==> config.mk <==
export PLATFORM = sky130hd
export DESIGN_NAME = reverb_cfg_sequencer
export DESIGN_NICKNAME = d
export VERILOG_FILES = /design/src/rtl/reverb_cfg_pkg.sv /design/src/rtl/reverb_tap_ram.sv /design/src/rtl/reverb_cfg_sequencer.sv
export SDC_FILE = /design/constraint.sdc
export NUM_CORES = 1
export LEC_CHECK = 0
export BUFFER_PORTS_ARGS = -buffer_cell sky130_fd_sc_hd__buf_2
export CAP_MARGIN = 20
export CELL_PAD_IN_SITES_DETAIL_PLACEMENT = 1
export CELL_PAD_IN_SITES_GLOBAL_PLACEMENT = 1
export CORE_MARGIN = 3
export CORE_UTILIZATION = 30
export CTS_BUF_LIST = sky130_fd_sc_hd__clkbuf_16
export DETAILED_ROUTE_END_ITERATION = 8
export PLACE_DENSITY = 0.53
export SYNTH_ARGS = -nofsm -noshare
export SYNTH_HDL_FRONTEND = slang
export SYNTH_SLANG_ARGS = --single-unit
export TNS_END_PERCENT = 5
==> constraint.sdc <==
create_clock -name clk -period 9.25 [get_ports clk]
set_clock_uncertainty 0.15 [all_clocks]
set_input_delay 0 -clock clk [delete_from_list [all_inputs] [get_ports clk]]
set_output_delay 0 -clock clk [all_outputs]
set_load 0.01 [all_outputs]
==> src/rtl/reverb_cfg_pkg.sv <==
// Shared types and constants for the reverb configuration sequencer.
//   seq_state_e : sequencer FSM state encoding
//   FLUSH_LEN   : number of cycles the datapath is held disabled in FLUSH
//   FLUSH_CW    : width of the FLUSH down-counter
//   GAIN_W      : width of the feedback gain word (1.15 unsigned)
package reverb_cfg_pkg;

   typedef enum logic [2:0] {
      S_UNCONFIG  = 3'd0,
      S_RUN       = 3'd1,
      S_DRAIN     = 3'd2,
      S_FLUSH     = 3'd3,
      S_LOAD      = 3'd4,
      S_WAIT_DONE = 3'd5
   } seq_state_e;

   localparam int FLUSH_LEN = 2;
   localparam int FLUSH_CW  = (FLUSH_LEN > 1) ? $clog2(FLUSH_LEN) : 1;
   localparam int GAIN_W    = 16;

endpackage

==> src/rtl/reverb_tap_ram.sv <==
// Tap storage: 2^G_ADDR_W x G_DATA_W, one write port, one registered read port.
// Ports:
//   clk      : clock
//   wr_en    : write strobe
//   wr_addr  : write index
//   wr_data  : write value
//   rd_addr  : read index, sampled every cycle
//   rd_data  : registered read data (one cycle after rd_addr)
// Contents are not reset.
module reverb_tap_ram #(
   parameter int G_ADDR_W = 4,
   parameter int G_DATA_W = 16
) (
   input  logic                clk,
   input  logic                wr_en,
   input  logic [G_ADDR_W-1:0] wr_addr,
   input  logic [G_DATA_W-1:0] wr_data,
   input  logic [G_ADDR_W-1:0] rd_addr,
   output logic [G_DATA_W-1:0] rd_data
);

   logic [G_DATA_W-1:0] mem_q [0:(1<<G_ADDR_W)-1];
   logic [G_DATA_W-1:0] rd_data_q, rd_data_d;

   // Write-first: a write to the index being read is visible on the next
   // cycle, so a host write to a not-yet-accepted tap reaches the stream.
   always_comb begin
      rd_data_d = mem_q[rd_addr];
      if (wr_en && (wr_addr == rd_addr)) begin
         rd_data_d = wr_data;
      end
   end

   always_ff @(posedge clk) begin
      if (wr_en) begin
         mem_q[wr_addr] <= wr_data;
      end
      rd_data_q <= rd_data_d;
   end

   assign rd_data = rd_data_q;

endmodule

==> src/rtl/reverb_cfg_sequencer.sv <==
// Reverb configuration sequencer: drains the datapath, flushes it, streams
// the staged FIR taps and re-enables the datapath on each host commit.
// Build option: define REVERB_CFG_DOUBLE_BUFFER_EN for two tap banks (host
// writes the shadow bank, LOAD reads the active bank, swap on FLUSH entry).
// Ports:
//   clk, reset                      : clock, synchronous active-high reset
//   cfg_wr_en/addr/data             : host tap write
//   cfg_gain                        : host feedback gain (1.15 unsigned)
//   cfg_commit                      : apply staged taps and gain
//   cfg_busy, cfg_error             : host status
//   dp_enable, feedback_gain        : datapath control
//   up_valid -> dp_din_valid        : gated upstream valid
//   dp_din_ready, dp_dout_fire      : datapath handshakes (outstanding count)
//   tap_dout/_valid/_ready          : tap stream to the FIR
//   tap_done                        : FIR reports all taps loaded
//
// state     | meaning
// UNCONFIG  | no taps loaded, datapath off
// RUN       | datapath live, upstream valid passed through
// DRAIN     | input blocked, waiting for outstanding samples or timeout
// FLUSH     | datapath disabled for FLUSH_LEN cycles, gain latched
// LOAD      | streaming taps 0..N-1 to the FIR
// WAIT_DONE | waiting for FIR tap_done
module reverb_cfg_sequencer
   import reverb_cfg_pkg::*;
#(
   parameter int G_TAPS_LOG2     = 4,
   parameter int G_TAP_WIDTH     = 16,
   parameter int G_DRAIN_TIMEOUT = 1024
) (
   input  logic                   clk,
   input  logic                   reset,
   input  logic                   cfg_wr_en,
   input  logic [G_TAPS_LOG2-1:0] cfg_wr_addr,
   input  logic [G_TAP_WIDTH-1:0] cfg_wr_data,
   input  logic [GAIN_W-1:0]      cfg_gain,
   input  logic                   cfg_commit,
   output logic                   cfg_busy,
   output logic                   cfg_error,
   output logic                   dp_enable,
   output logic [GAIN_W-1:0]      feedback_gain,
   input  logic                   up_valid,
   output logic                   dp_din_valid,
   input  logic                   dp_din_ready,
   input  logic                   dp_dout_fire,
   output logic [G_TAP_WIDTH-1:0] tap_dout,
   output logic                   tap_dout_valid,
   input  logic                   tap_dout_ready,
   input  logic                   tap_done
);

   localparam int OUT_W = G_TAPS_LOG2 + 3;
   localparam int TMO_W = $clog2(G_DRAIN_TIMEOUT + 1);

   localparam logic [OUT_W-1:0]       OUT_MAX    = '1;
   localparam logic [G_TAPS_LOG2-1:0] IDX_LAST   = '1;
   localparam logic [TMO_W-1:0]       TMO_INIT   = TMO_W'(G_DRAIN_TIMEOUT - 1);
   localparam logic [FLUSH_CW-1:0]    FLUSH_INIT = FLUSH_CW'(FLUSH_LEN - 1);

   seq_state_e             state_q, state_d;
   logic [OUT_W-1:0]       outst_q, outst_d;
   logic [TMO_W-1:0]       tmo_q, tmo_d;
   logic [FLUSH_CW-1:0]    flush_q, flush_d;
   logic [G_TAPS_LOG2-1:0] idx_q, idx_d;
   logic [GAIN_W-1:0]      gain_q, gain_d;
   logic                   err_q, err_d;

   logic                   busy;
   logic                   enter_flush;
   logic                   din_fire;
   logic [G_TAPS_LOG2-1:0] rd_addr;
   logic [G_TAP_WIDTH-1:0] rd_data;

   always_comb begin
      state_d        = state_q;
      tmo_d          = tmo_q;
      flush_d        = flush_q;
      idx_d          = idx_q;
      gain_d         = gain_q;
      err_d          = err_q;
      busy           = 1'b1;
      enter_flush    = 1'b0;
      dp_enable      = 1'b0;
      dp_din_valid   = 1'b0;
      tap_dout_valid = 1'b0;
      rd_addr        = idx_q;

      case (state_q)
         S_UNCONFIG: begin
            busy = 1'b0;
            if (cfg_commit) begin
               state_d     = S_FLUSH;
               enter_flush = 1'b1;
            end
         end
         S_RUN: begin
            busy         = 1'b0;
            dp_enable    = 1'b1;
            dp_din_valid = up_valid;
            if (cfg_commit) begin
               state_d = S_DRAIN;
               tmo_d   = TMO_INIT;
            end
         end
         S_DRAIN: begin
            dp_enable = 1'b1;
            if (outst_q == '0) begin
               state_d     = S_FLUSH;
               enter_flush = 1'b1;
            end else if (tmo_q == '0) begin
               err_d       = 1'b1;
               state_d     = S_FLUSH;
               enter_flush = 1'b1;
            end else begin
               tmo_d = tmo_q - 1'b1;
            end
         end
         S_FLUSH: begin
            // Keep addressing tap 0 so its data is registered by LOAD entry.
            rd_addr = '0;
            idx_d   = '0;
            if (flush_q == FLUSH_INIT) begin
               gain_d = cfg_gain;
            end
            if (flush_q == '0) begin
               state_d = S_LOAD;
            end else begin
               flush_d = flush_q - 1'b1;
            end
         end
         S_LOAD: begin
            dp_enable      = 1'b1;
            tap_dout_valid = 1'b1;
            // Prefetch the next index on acceptance; otherwise re-read the
            // current one so the registered data tracks the held beat.
            if (tap_dout_ready) begin
               rd_addr = idx_q + 1'b1;
               idx_d   = idx_q + 1'b1;
               if (idx_q == IDX_LAST) begin
                  state_d = S_WAIT_DONE;
               end
            end
         end
         S_WAIT_DONE: begin
            dp_enable = 1'b1;
            if (tap_done) begin
               state_d = S_RUN;
            end
         end
         default: begin
            state_d = S_UNCONFIG;
         end
      endcase

      if (enter_flush) begin
         flush_d = FLUSH_INIT;
      end

      if (cfg_commit) begin
         err_d = busy ? 1'b1 : 1'b0;
      end
   end

   assign din_fire = dp_din_valid & dp_din_ready;

   always_comb begin
      outst_d = outst_q;
      if (din_fire && !dp_dout_fire && (outst_q != OUT_MAX)) begin
         outst_d = outst_q + 1'b1;
      end else if (!din_fire && dp_dout_fire && (outst_q != '0)) begin
         outst_d = outst_q - 1'b1;
      end
   end

   always_ff @(posedge clk) begin
      if (reset) begin
         state_q <= S_UNCONFIG;
         outst_q <= '0;
         tmo_q   <= '0;
         flush_q <= '0;
         idx_q   <= '0;
         gain_q  <= '0;
         err_q   <= 1'b0;
      end else begin
         state_q <= state_d;
         outst_q <= outst_d;
         tmo_q   <= tmo_d;
         flush_q <= flush_d;
         idx_q   <= idx_d;
         gain_q  <= gain_d;
         err_q   <= err_d;
      end
   end

   assign cfg_busy      = busy;
   assign cfg_error     = err_q;
   assign feedback_gain = gain_q;
   assign tap_dout      = rd_data;

`ifdef REVERB_CFG_DOUBLE_BUFFER_EN
   logic                   bank_q, bank_d;
   logic                   wr_en0, wr_en1;
   logic [G_TAP_WIDTH-1:0] rd_data0, rd_data1;

   // bank_q names the active (read) bank; host writes the other one.
   always_comb begin
      bank_d = bank_q;
      if (enter_flush) begin
         bank_d = ~bank_q;
      end
   end

   always_ff @(posedge clk) begin
      if (reset) begin
         bank_q <= 1'b0;
      end else begin
         bank_q <= bank_d;
      end
   end

   assign wr_en0  = cfg_wr_en &  bank_q;
   assign wr_en1  = cfg_wr_en & ~bank_q;
   assign rd_data = bank_q ? rd_data1 : rd_data0;

   reverb_tap_ram #(
      .G_ADDR_W (G_TAPS_LOG2),
      .G_DATA_W (G_TAP_WIDTH)
   ) u_tap_ram0 (
      .clk     (clk),
      .wr_en   (wr_en0),
      .wr_addr (cfg_wr_addr),
      .wr_data (cfg_wr_data),
      .rd_addr (rd_addr),
      .rd_data (rd_data0)
   );

   reverb_tap_ram #(
      .G_ADDR_W (G_TAPS_LOG2),
      .G_DATA_W (G_TAP_WIDTH)
   ) u_tap_ram1 (
      .clk     (clk),
      .wr_en   (wr_en1),
      .wr_addr (cfg_wr_addr),
      .wr_data (cfg_wr_data),
      .rd_addr (rd_addr),
      .rd_data (rd_data1)
   );
`else
   reverb_tap_ram #(
      .G_ADDR_W (G_TAPS_LOG2),
      .G_DATA_W (G_TAP_WIDTH)
   ) u_tap_ram (
      .clk     (clk),
      .wr_en   (cfg_wr_en),
      .wr_addr (cfg_wr_addr),
      .wr_data (cfg_wr_data),
      .rd_addr (rd_addr),
      .rd_data (rd_data)
   );
`endif

endmodule

# Word-level counts from Yosys, hierarchy flattened
# Memory sizes are Yosys's and may differ from the RTL's. A register that Yosys moved wholly into a read port is not among the register bits.
# Index checks and enable logic that the tools add are counted.
[word_totals] regBits=43 latch_bits=0 mem_bits_rw=256 mem_bits_ro=0 inputBits=45 out_inout_bits=37 word_cells=86 n_memories=1
[mem_list] name="u_tap_ram.mem_q" depth=16 word_bits=16 read_ports=1 rd_ports_with_merged_regs=1 wr=1 line="reverb_tap_ram.sv:22" text="logic [G_DATA_W-1:0] mem_q [0:(1<<G_ADDR_W)-1];"
[classes] add_sub_neg=5 mul=0 n_div=0 order_cmp=0 eq_ne=17 n_shift=0 muxes=34 bitwise=1 n_reduce_logical=21
[ops] cell="11-bit 2-to-1 mux" n=3
[ops] cell="3-bit 2-to-1 mux" n=8
[ops] cell="11-bit one-hot mux with 2 select lines" n=1
[ops] cell="2-bit inequality test, second input constant" n=9
[ops] cell="3-bit one-hot mux with 6 select lines" n=1
[ops] cell="1-bit 2-to-1 mux" n=16
[ops] cell="7-bit 2-to-1 mux" n=2
[ops] cell="11-bit logical NOT" n=1
[ops] cell="11-bit by 1-bit subtractor with 11-bit output, second input constant" n=1
[ops] cell="2-bit nonzero test" n=5
[ops] cell="4-bit one-hot mux with 2 select lines" n=1
[ops] cell="7-bit by 1-bit adder with 7-bit output, second input constant" n=1
[ops] cell="7-bit logical NOT" n=1
[ops] cell="7-bit inequality test, second input constant" n=1
[ops] cell="7-bit AND reduction" n=1
[ops] cell="7-bit nonzero test" n=1
[ops] cell="7-bit by 1-bit subtractor with 7-bit output, second input constant" n=1
[ops] cell="3-bit by 2-bit == test with 1-bit output, second input constant" n=2
[ops] cell="3-bit == test, second input constant" n=2
[ops] cell="4-bit by 1-bit adder with 4-bit output, second input constant" n=1
[ops] cell="4-bit == test, second input constant" n=1
[ops] cell="1-bit logical AND" n=4
[ops] cell="4-bit 2-to-1 mux" n=1
[ops] cell="4-bit AND reduction" n=1
[ops] cell="other kinds (11)" n=12

# Logic depth before layout (Yosys ltp)
[depth] depth_word=8 mapped_depth=10 ltp_nobuf=9

# By module
# From an unflattened synthesis, not the netlist that was laid out.
[hier_totals] hier_cells=689 hier_area_um2=12079.1
[modules_own_cells] module="reverb_tap_ram" instances=1 cells_each=420 area_each_um2=9801.9 seq_area_each_um2=7767.4
[modules_own_cells] module="reverb_cfg_sequencer" instances=1 cells_each=269 area_each_um2=2277.2 seq_area_each_um2=860.8

# Worst setup path after synthesis
# No wires, ideal clock.
[synth_path] path_kind="register -> register" start="register state_q[1]" end="register outst_q[6]" setup_time_ns=0.123 t_arrival_ns=2.738 required_ns=8.977 slack_ns=6.239 stages_incl_launch_ff=11 path_buffers=1 period_less_slack_ns=3.011 cell_sequence="dfxtp_1 -> buf_4 -> nand4bb_1 -> a2111oi_2 -> inv_1 -> fa_1 -> a211oi_1 -> o21bai_1 -> a21oi_1 -> mux2i_1 -> mux2_1"
[synth_via] elab_chain_len=7 elab_cells_between_ends=10 cone_classes="eq/ne: 1; mux: 2; bitwise: 1; reduce/logical: 6"
[synth_lines] element="from (decl)" line="reverb_cfg_sequencer.sv:60" text="seq_state_e state_q, state_d;"
[synth_lines] element="from (signal assigned)" line="reverb_cfg_sequencer.sv:185" text="state_q <= state_d;"
[synth_lines] element="3-bit by 1-bit == test with 1-bit output (*)" line="reverb_cfg_sequencer.sv:88" text="case (state_q)"
[synth_lines] element="1-bit 2-to-1 mux (*)" line="reverb_cfg_sequencer.sv:88"
[synth_lines] element="1-bit bitwise AND (*)" line="reverb_cfg_sequencer.sv:164" text="assign din_fire = dp_din_valid & dp_din_ready;"
[synth_lines] element="1-bit logical NOT" line="reverb_cfg_sequencer.sv:170" text="end else if (!din_fire && dp_dout_fire && (outst_q != '0)) begin"
[synth_lines] element="1-bit logical AND (2 in series)" line="reverb_cfg_sequencer.sv:170"
[synth_lines] element="2-bit nonzero test (no source line)"
[synth_lines] element="to (signal assigned)" line="reverb_cfg_sequencer.sv:186" text="outst_q <= outst_d;"
[synth_lines] element="to (decl)" line="reverb_cfg_sequencer.sv:61" text="logic [OUT_W-1:0] outst_q, outst_d;"
# Every way passes the cells marked *; elsewhere a longest branch is shown, timed or not.
# A chain may end at the register's enable or synchronous reset.

==> flow_results.org <==
** Status
- Run status :: complete, no violations

** Clock network
- CTS clock-pin slew for the worst setup and hold paths :: 50 ps
- Gates resized during post-CTS repair numbered 0.
- TritonCTS Sinks :: between 300 and 400
- TritonCTS built the clock tree.
- Clock latency on the worst-skew pair :: 510 ps
- TritonCTS created 35 clock buffers.
- CTS Buffer Depth :: 3
- Clock H-tree levels :: 2
- In this run the clock root is driven by a clkbuf_16.

** Yosys
- Top flip-flop cell by instance count after synthesis :: edfxtp_1
- Yosys warning count :: 0
- The synthesized netlist devotes less than 1% of its cell area to XOR and XNOR gates.
- Summing the areas of all compound-gate instances in the mapped netlist gives 3.64% of the synthesized area.
- The netlist uses 53 different library cells.
- After Yosys synthesis, and, or, nand and nor cells account for 5.78% of the synthesized area.
- Async set-or-reset flop fraction in the synthesized netlist :: 0%
- Post-synth EDFFs :: 256
- Adder and majority cell fraction of the synthesized area :: between 1 and 1.5%
- Dividing the synthesized area by the synthesized cell count gives approximately 19 µm².
- Multiplexer area fraction after synthesis :: 15.6%
- By area, the combinational part of the netlist is dominated by multiplexers.
- Cell area after synthesis :: 12000 µm²
- Number of instances in the synthesized netlist :: 646
- Synthesis inferred 303 register bits.
- Part of the Yosys area used for sequential elements :: 71.9%
- Post-synth net total :: 700

** Timing
- Unrepaired setup endpoints after global routing :: no
- Fmax :: just under 300 MHz
- At the pin with the least slew margin, the transition time is 1020 ps.
- The number of failing hold endpoints at the final stage came to 0.
- Headroom to the max-slew limit came out at 32.3%.
- On the final layout, the worst hold slack is 116 ps.
- The count of final max-slew check failures came to 0.
- Final setup TNS :: 0 ps
- Final setup violation count :: 0
- Post-route clock period utilization :: 37.0%
- The worst path needs 3430 ps of the cycle, external delays included.

** Global routing
- Gr usage total :: 13.9%
- The first global-routing pass estimated 44600 µm of wire.
- Antenna violations before repair :: 0
- Vias in the first global route :: ~7500
- Total congestion overflow :: 0
- Entering global routing, the biggest net connects 65 pins.

** Power and ir drop
- Maximum VDD drop :: 0.000118 V
- Dividing total power by cell area gives a power density of 223 nW/µm².
- Leakage dissipation :: just under 0.005 µW
- Power comes to 3300 µW.

** Floorplan
- Count of standard-cell rows :: a little over 70
- Once the floorplan was initialized, standard cells occupied 30.7% of the core.
- Overall die area :: 42400 µm²
- Core region area :: 39100 µm²
- Die Y-Extent :: 206 µm
- Horizontal extent of the die :: just over 200 µm
- For this design the top-level I/O count stands at 82.

** Critical path
- Critical path capture point type :: output pin
- Critical Path Start Type :: flip-flop
- Critical path start-end classification :: flip-flop to output pin
- For the worst setup path, the data required time is roughly 9100 ps.
- Crit path DAT :: 3280 ps
- Critical-path maximum fanout :: 43

** Routing
- Dividing the detail-routed via count by the number of cells gives about 4.8.
- DRT Wirelength :: 28900 µm
- Number of search-and-repair iterations in the first detailed-routing pass :: 7
- After detailed routing, the average wire length per cell comes to between 20 and 25 µm.
- The detail route stage leaves a number of antenna-violating nets equal to 0.
- For this block, the initial DRC count from the detailed router was 404.
- Residual DRC :: 0
- Vias :: 6560

** Final layout
- Leaving out fill and tap cells, the most frequent cells in the layout are edfxtp_1 (256), buf_2 (81), mux4_2 (80).
- After the last flow step, the layout net total stands at 867.
- The number of antenna diodes in the final layout is 0.
- Most common cell after layout, fill and taps aside :: edfxtp_1
- Of the cells placed in the final design, the portion with a size suffix greater than 1 is 30.6%.
- Compared with the post-synthesis result, the final layout area differs by 23.3%.
- Number of inserted filler cells in the final layout :: just under 4000
- Design area :: 14800 µm²
- Excluding fillers, the count of instances in the completed layout stands at 1357.

** Placed design
- After detailed placement, the design holds a cell count of 1235.
- Number of input and output port buffers inserted :: 81
- In this run the cell area measured after placement is 13100 µm².
- Post-DP HPWL :: 16400 µm
- Routability-driven placement finished with a final weighted congestion of 0.736.

** Run
- Total of max-cap violations :: 0

** Worst hold path
- Worst hold path class :: input port to flip-flop
==> registers in the layout, indices dropped and copies added (netlist names), named ones only <==
register / flops
cfg_error: 1
flush_q: 1
idx_q: 4
tmo_q: 11
feedback_gain: 16
state_q: 3
outst_q: 7
u_tap_ram.mem_q: 256
==> per-stage QoR <==
stage | utilization [%] | setup WS, ps
floorplan | - | 6240
global placement | 33.6 | 5910
global route | 37.8 | 5490
finish | 37.8 | 5820
detailed placement | 33.6 | 5850
CTS | 37.8 | 5680
==> cells in the mapped netlist, types with 2 or more instances <==
library cell | n | area [µm²]
nand4_2 | 2 | 25.0
xnor2_1 | 3 | 26.3
a21o_1 | 4 | 30.0
nor3_1 | 13 | 65.1
a31oi_1 | 5 | 31.3
ha_1 | 8 | 100
nor2b_1 | 5 | 31.3
nand2_1 | 40 | 150
nor2_1 | 38 | 143
a21oi_1 | 29 | 145
and3_1 | 4 | 25.0
clkbuf_1 | 16 | 60.1
or3b_2 | 2 | 17.5
xor2_1 | 6 | 52.6
nand3b_1 | 2 | 15.0
and2_1 | 2 | 12.5
buf_4 | 2 | 15.0
mux2i_1 | 6 | 60.1
nand3_1 | 4 | 20.0
buf_1 | 2 | 7.51
a311oi_1 | 2 | 17.5
dfxtp_1 | 47 | 941
inv_1 | 9 | 33.8
edfxtp_1 | 256 | 7690
o21ai_0 | 8 | 40.0
nand2b_1 | 4 | 25.0
buf_2 | 10 | 50.1
a211oi_1 | 7 | 52.6
and4_1 | 2 | 17.5
mux4_2 | 80 | 1800
or3_1 | 4 | 25.0
a221oi_1 | 3 | 26.3
==> path summary, 6_finish.rpt <==
check                                      start                              to  slack (ps)  cells past startpoint
setup / recovery                       flip-flop                     tap_dout[5]        5820                      4
setup reg to reg         state_q[2]$_SDFFE_PP0P_         outst_q[6]$_SDFFE_PP0P_        5860                      9
hold / removal                          up_valid         outst_q[5]$_SDFFE_PP0P_         120                      6
hold reg to reg   feedback_gain[15]$_SDFFE_PP0P_  feedback_gain[15]$_SDFFE_PP0P_         320                      2
==> layer usage <==
metal  track usage [%]  part of all wire [%]  vias to the layer above
met2              25.2                    53                      149
met4              3.18                   1.7                        0
met3              2.85                   4.4                       42
met5                 0                     0                        -
li1                  -                     -                     2957
met1              17.1                    41                     3412
==> cells by family after synthesis <==
family                     Yosys count
adders and majority gates            9
buffers and inverters               39
xor gates and xnor gates             9
DFF                                303
AOI/OAI and AO/OA                   65
muxes                               87
and+or+nand+nor                    134
==> worst max-delay path, stage by stage (launching register included) <==
cell and delay (ps):
dfxtp_4 630, buf_4 790, mux4_2 620, mux4_2 540
buf_2 170
==> where the power goes <==
part | switching [µW] | leakage, µW | internal [µW] | total, µW
sequential | 50.2 | 0.00270 | 1540 | 1590
combinational | 235 | 0.00165 | 193 | 428
clock | 522 | 0.000566 | 760 | 1280
total | 807 | 0.00492 | 2490 | 3300
==> layout make-up <==
class,count,area [µm²],share of cell area (%)
Sequential cell,303,8630,58.4
Clock buffer,36,901,6.09
Inverter,9,33.8,0.228
Timing Repair Buffer,160,1150,7.75
Multi-Input combinational cell,304,3250,22.0
Tap cell,518,648,4.38
Clock inverter,27,176,1.19
==> repair_timing <==
action                                  CTS  global route
hold buffers                             59             0
setup buffers                             0             0
endpoints found under the setup margin    0             0
hold endpoints to repair                325             0
No activity file was read; power rests on OpenSTA's default activity.
